==> src/rtl/relaxed_delay_monitor.sv <==
`timescale 1ns/1ps
`default_nettype none
// ============================================================================
//  Module      : relaxed_delay_monitor
//  Description : Hardware twin of  trig |-> ##[MIN_DLY:MAX_DLY] resp
//                with disable iff (!rstn). Each trigger opens an independent
//                obligation tracked in an age vector; pass/fail pulses,
//                a sticky fail flag, a saturating fail counter and an
//                outstanding-obligation flag are reported, all registered.
//  Revision    : 1.0  initial release
// ============================================================================
module relaxed_delay_monitor #(
    parameter int MIN_DLY = 1,
    parameter int MAX_DLY = 2,
    parameter int CNT_W   = 8
) (
    input  logic             clk,
    input  logic             rstn,
    input  logic             trig,
    input  logic             resp,
    output logic             pass,
    output logic             fail,
    output logic             fail_sticky,
    output logic [CNT_W-1:0] fail_cnt,
    output logic             pending
);

    // pend_q[d] : unsatisfied obligation opened d samples ago
    logic [MAX_DLY:1] pend_q;
    logic [MAX_DLY:1] pend_d;
    logic [MAX_DLY:1] win;
    logic             pass_q;
    logic             pass_d;
    logic             fail_q;
    logic             fail_d;
    logic             fail_sticky_q;
    logic             fail_sticky_d;
    logic [CNT_W-1:0] fail_cnt_q;
    logic [CNT_W-1:0] fail_cnt_d;
    logic             pending_q;
    logic             pending_d;
    logic             hit_old;
    logic             hit_now;
    logic             expire;

    // Evaluate trigger, response and expiry against the pre-shift vector
    always_comb begin
        win = '0;
        for (int d = 1; d <= MAX_DLY; d++) begin
            win[d] = (d >= MIN_DLY);
        end

        // One response satisfies every obligation currently in its window
        hit_old = resp && (|(pend_q & win));
        // Zero-delay window: a trigger and response in the same sample resolve at once
        hit_now = (MIN_DLY == 0) && resp && trig;
        // The oldest age is always inside the window, so only a missing resp expires it
        expire  = pend_q[MAX_DLY] && !resp;

        pend_d = '0;
        for (int d = MAX_DLY; d >= 2; d--) begin
            pend_d[d] = pend_q[d-1] && !(resp && win[d-1]);
        end
        pend_d[1] = trig && !hit_now;

        pass_d        = hit_old || hit_now;
        fail_d        = expire;
        fail_sticky_d = fail_sticky_q || expire;
        fail_cnt_d    = fail_cnt_q;
        if (expire && (fail_cnt_q != {CNT_W{1'b1}})) begin
            fail_cnt_d = fail_cnt_q + {{(CNT_W-1){1'b0}}, 1'b1};
        end
        pending_d = |pend_d;
    end

    // State and output registers; reset drops all obligations silently
    always_ff @(posedge clk) begin
        if (!rstn) begin
            pend_q        <= '0;
            pass_q        <= 1'b0;
            fail_q        <= 1'b0;
            fail_sticky_q <= 1'b0;
            fail_cnt_q    <= '0;
            pending_q     <= 1'b0;
        end else begin
            pend_q        <= pend_d;
            pass_q        <= pass_d;
            fail_q        <= fail_d;
            fail_sticky_q <= fail_sticky_d;
            fail_cnt_q    <= fail_cnt_d;
            pending_q     <= pending_d;
        end
    end

    assign pass        = pass_q;
    assign fail        = fail_q;
    assign fail_sticky = fail_sticky_q;
    assign fail_cnt    = fail_cnt_q;
    assign pending     = pending_q;

endmodule
`default_nettype wire

==> config.mk <==
export PLATFORM = sky130hd
export DESIGN_NAME = relaxed_delay_monitor
export DESIGN_NICKNAME = d
export VERILOG_FILES = /design/src/rtl/relaxed_delay_monitor.sv
export SDC_FILE = /design/constraint.sdc
export NUM_CORES = 1
export LEC_CHECK = 0
export ABC_AREA = 1
export BUFFER_PORTS_ARGS = -buffer_cell sky130_fd_sc_hd__buf_2
export CAP_MARGIN = 20
export CORE_AREA = 2 2 39 41
export DETAILED_ROUTE_END_ITERATION = 12
export DIE_AREA = 0 0 41 43
export PLACE_DENSITY_LB_ADDON = 0.2
export SETUP_SLACK_MARGIN = 0.4
export SYNTH_ARGS = -nofsm -noshare
export SYNTH_HDL_FRONTEND = slang
export SYNTH_SLANG_ARGS = --single-unit
==> constraint.sdc <==
create_clock -name clk -period 3.4 [get_ports clk]
set_clock_uncertainty 0.1 [all_clocks]
set_input_delay 0.51 -clock clk [delete_from_list [all_inputs] [get_ports clk]]
set_output_delay 0.51 -clock clk [all_outputs]
set_load 0.05 [all_outputs]
**Word-level counts from Yosys, hierarchy flattened**

Index checks and enable logic that the tools add are counted.

- Flip-flop bits (word level): 14

- Add/subtract/negate cells: 1
- Equality and inequality tests: 1
- Reductions and logical operators: 8

Operator list:

| kind | number |
|---|---|
| 8-bit by 1-bit adder with 8-bit output, second input constant | 1 |
| 8-bit inequality test, second input constant | 1 |
| 1-bit logical AND | 4 |
| 2-bit OR reduction | 2 |
| 1-bit zero test | 1 |
| 1-bit logical OR | 1 |

**Logic depth before layout (Yosys ltp)**

- Depth in word-level cells: 3
- Gate-level depth with buffers: 8

**Worst setup path after synthesis**

Ideal clock, no wire load.

- Kind: flip-flop to flip-flop
- From: reg fail_cnt_q[0], in the netlist fail_cnt[0]
- To: reg fail_cnt_q[3], in the netlist fail_cnt[3]
- Arrival: 1477 ps
- Data required time: 3183 ps
- Setup slack: 1706 ps
- Stages on the path, launching flop included: 8
- Clock period less this slack: 1694 ps
- Path through: dfxtp_1 ha_1 nand2_1 nor2_2 nand2_2 buf_6 a21oi_1 nor2_1

- Longest elaborated chain between the ends: 2

RTL lines:

| what | line | source |
|---|---|---|
| start, declared | 38 | `logic [CNT_W-1:0] fail_cnt_q;` |
| start signal, assigned | 90 | `fail_cnt_q <= fail_cnt_d;` |
| parallel branches: the longest is 2 deep, another holds 8-bit by 1-bit adder with 8-bit output | n/a |  |

Several ways; the timed one is not identified.
A chain may end at the register's enable or synchronous reset.

**Worst setup path after layout**

- From: reg fail_cnt_q[3], in the netlist fail_cnt[3]
- To: out fail_cnt[3]

RTL lines:

| what | line | source |
|---|---|---|
| end, declared | 24 | `output logic [CNT_W-1:0] fail_cnt,` |

No word-level cell between the ends.

==> out/results.tsv <==
stage	metric	value	unit
run_status	status	finished, final reports clean	
synthesis	netlist_top_cells_area	dfxtp_1 45%, nand2_1 13%, nor2_1 9.1%	
global_route	track_usage	16.3	%
timing	hold_viol	0	
timing	worst_slew_pin_slew	0.258	ns
clock_tree	numCtsBuffers	3	
worst_setup_path	cpPeakStageDelay	0.42	ns
finish	antenna_cells	0	
clock_tree	clk_pin_slew	0.09	ns
clock_tree	cts_tree	done	
clock_tree	cts_setup_buffers	0	
place	numPortBuffers	15	
synthesis	syn_nets	91	
drt	route.vias.total	564	
worst_setup_path	crit_slowest_cell	dfxtp_1	
finish	final_core_util	52.8	%
worst_setup_path	worstSetupStartpointType	register	
drt	wirelength	1140	um
place	place_inst	115	
flow_run	cap_violations	0	
worst_setup_path	reg2regPathDepth	6	
synthesis	ys_seq_area_share	45.1	%
global_route	grt_overflow_total	0	
synthesis	synth-edff-count	0	
place	globalplace.congestion	0.691	
global_route	grt_pass1_vias	465	
clock_tree	clock_sinks	14	
finish	nNetsFinal	109	
synthesis	synth_top_area_share	45.1	%
worst_setup_path	reg2reg_to	fail_cnt[2]	
hold_path	hold_class	in -> reg	
die	initial_core_util	44.9	%
timing	setup_viol	0	
finish	layout-drive-gt1-share	30.1	%
die	io_pins	16	
synthesis	synth.most_common_cell	nand2_1	
timing	rsz0062_at_grt	no	
synthesis	ys_async_sr_fraction	0	%
die	dieHeight	43	um
synthesis	synthFlopType	dfxtp_1	
drt	antenna_left	0	
worst_setup_path	r2r_setup_slack	2.03	ns
drt	wl_per_cell	9.54	um
global_route	antenna_found_initial	0	
drt	drcViolationCount	0	
timing	period_share	47.2	%
synthesis	synth_common_cells	21 x nand2_1, 15 x nor2_1, 14 x dfxtp_1, 7 x inv_1, 6 x nand3_1	
worst_setup_path	crit_buf_inv	1	
hold_path	worstHoldStart	trig	
worst_setup_path	rr_startpoint	fail_cnt[0]	
clock_tree	post_cts_resize_count	0	
worst_setup_path	cp_top_family	flip-flops	
die	dieArea	1760	um^2
clock_tree	cts_root_buffer	clkbuf_4	
synthesis	yosys_warnings	0	
power_and_ir_drop	p_per_area	425	nW/um^2
power_and_ir_drop	p_total	311	uW
clock_tree	hold_buffers	0	
worst_setup_path	path_cells	buf_2	
drt	drtPass1Iterations	4	
power_and_ir_drop	ir_drop	0.256	mV
worst_setup_path	worstPathRequired	2.79	ns
die	die_w	41	um
die	row_count	14	
clock_tree	clock_latency	0.28	ns
drt	routed_via_density	4.74	
clock_tree	htree_levels	1	
hold_path	holdPathEnd	pend_q[1]	
timing	finalMaxSlewViolations	0	
finish	fill_cells	136	
clock_tree	cts_buffer_depth	2	
worst_setup_path	cp_max_fo	5	
timing	fmax	624	MHz
worst_setup_path	criticalPathCategory	reg -> out	
synthesis	yosys.area.top_type	dfxtp_1	
global_route	grt_max_degree	12	
finish	area_growth	17.5	%
worst_setup_path	cp-end-kind	output pin	
timing	period_needed	1.60	ns
timing	relSlewSlack	82.8	%
timing	hold_slack	0.326	ns
place	hpwl	820	um
timing	tns	0	ns
synthesis	synthesis.area	622	um^2
worst_setup_path	crit_arrival	0.99	ns
synthesis	ys_ff_latch	14	
drt	drt-initial-drc-count	10	
synthesis	netlist_instances	86	
hold_path	hold_path_depth	3	
power_and_ir_drop	cellLeakagePower	0.350	nW
global_route	grt_pass1_wl	1920	um
synthesis	postSynthAreaPerCell	7.23	um^2
finish	fin_cells	119	
die	core_area	1380	um^2
synthesis	yosysUniqueCellTypes	15	
[cell families after synthesis]
family | Yosys count | synth area share, %
AO/OA/AOI/OAI | 6 | 4.83
adder cells (fa/ha/maj) | 1 | 2.01
buffers and inverters | 12 | 9.66
AND/OR/NAND/NOR | 53 | 38.4
flip-flops | 14 | 45.1
[state kept, by name, summed over array words and instances (netlist names)]
register,count
fail_cnt,8
pend_q,2
fail,1
fail_sticky,1
pass,1
pending,1
[power by group]
| part | internal (mW) | switching, mW |
|---|---|---|
| Combinational | 0.00544 | 0.0148 |
| Sequential | 0.167 | 0.00145 |
| Clock | 0.0652 | 0.0569 |
| Total | 0.238 | 0.0732 |
[final cells by class]
class	instances	area, um^2	area share (%)
Inverter	10	37.5	5.14
Timing Repair Buffer	15	75.1	10.3
Multi-Input combinational cell	60	282	38.5
Sequential cell	14	280	38.4
Clock buffer	4	36.3	4.97
Tap cell	16	20.0	2.74
[placed cells by master, fill, tap and decap left out]
| cell | instances |
|---|---|
| a21oi_1 | 5 |
| buf_2 | 15 |
| clkbuf_4 | 3 |
| clkbuf_8 | 1 |
| dfxtp_1 | 14 |
| ha_1 | 1 |
| inv_1 | 7 |
| inv_2 | 3 |
| nand2_1 | 21 |
| nand2_2 | 3 |
| nand3_1 | 6 |
| nand3b_1 | 1 |
| nor2_1 | 15 |
| nor2_2 | 5 |
| nor2_4 | 1 |
| nor3_1 | 1 |
| o21ai_0 | 1 |
[tightest hold or removal path: cells and delay by family]
kind | cells | cell delay [ns]
buffers and inverters | 2 | 0.12
AND/OR/NAND/NOR | 1 | 0.05
[layer usage]
metal | wire (um) | part of all wire [%] | global-route usage, % | vias up
met5 | 0 | 0 | 0 | -
met4 | 35 | 3.1 | 12.0 | 0
met3 | 60 | 5.3 | 3.14 | 5
met2 | 493 | 43 | 21.9 | 15
met1 | 547 | 48 | 22.2 | 247
li1 | - | - | - | 297
[worst max-delay path by stage]
stage                   to  slack, ns         from  cells past startpoint
4_1_cts        fail_cnt[3]       1.79  fail_cnt[3]                      1
3_3_place_gp   fail_cnt[7]       1.91         resp                      7
3_5_place_dp   fail_cnt[7]       1.90         resp                      7
6_report       fail_cnt[3]       1.80  fail_cnt[3]                      1
2_1_floorplan  fail_cnt[3]       1.71  fail_cnt[0]                      7
5_1_grt        fail_cnt[3]       1.78  fail_cnt[3]                      1
[metrics by stage]
| step | instance area (um^2) | setup slack [ns] |
|---|---|---|
| after floorplan | 622 | 1.71 |
| after global placement | 694 | 1.91 |
| after detailed placement | 694 | 1.90 |
| after CTS | 731 | 1.79 |
| after global routing | 731 | 1.78 |
| final | 731 | 1.80 |
Power figures use the tool's default switching activity.
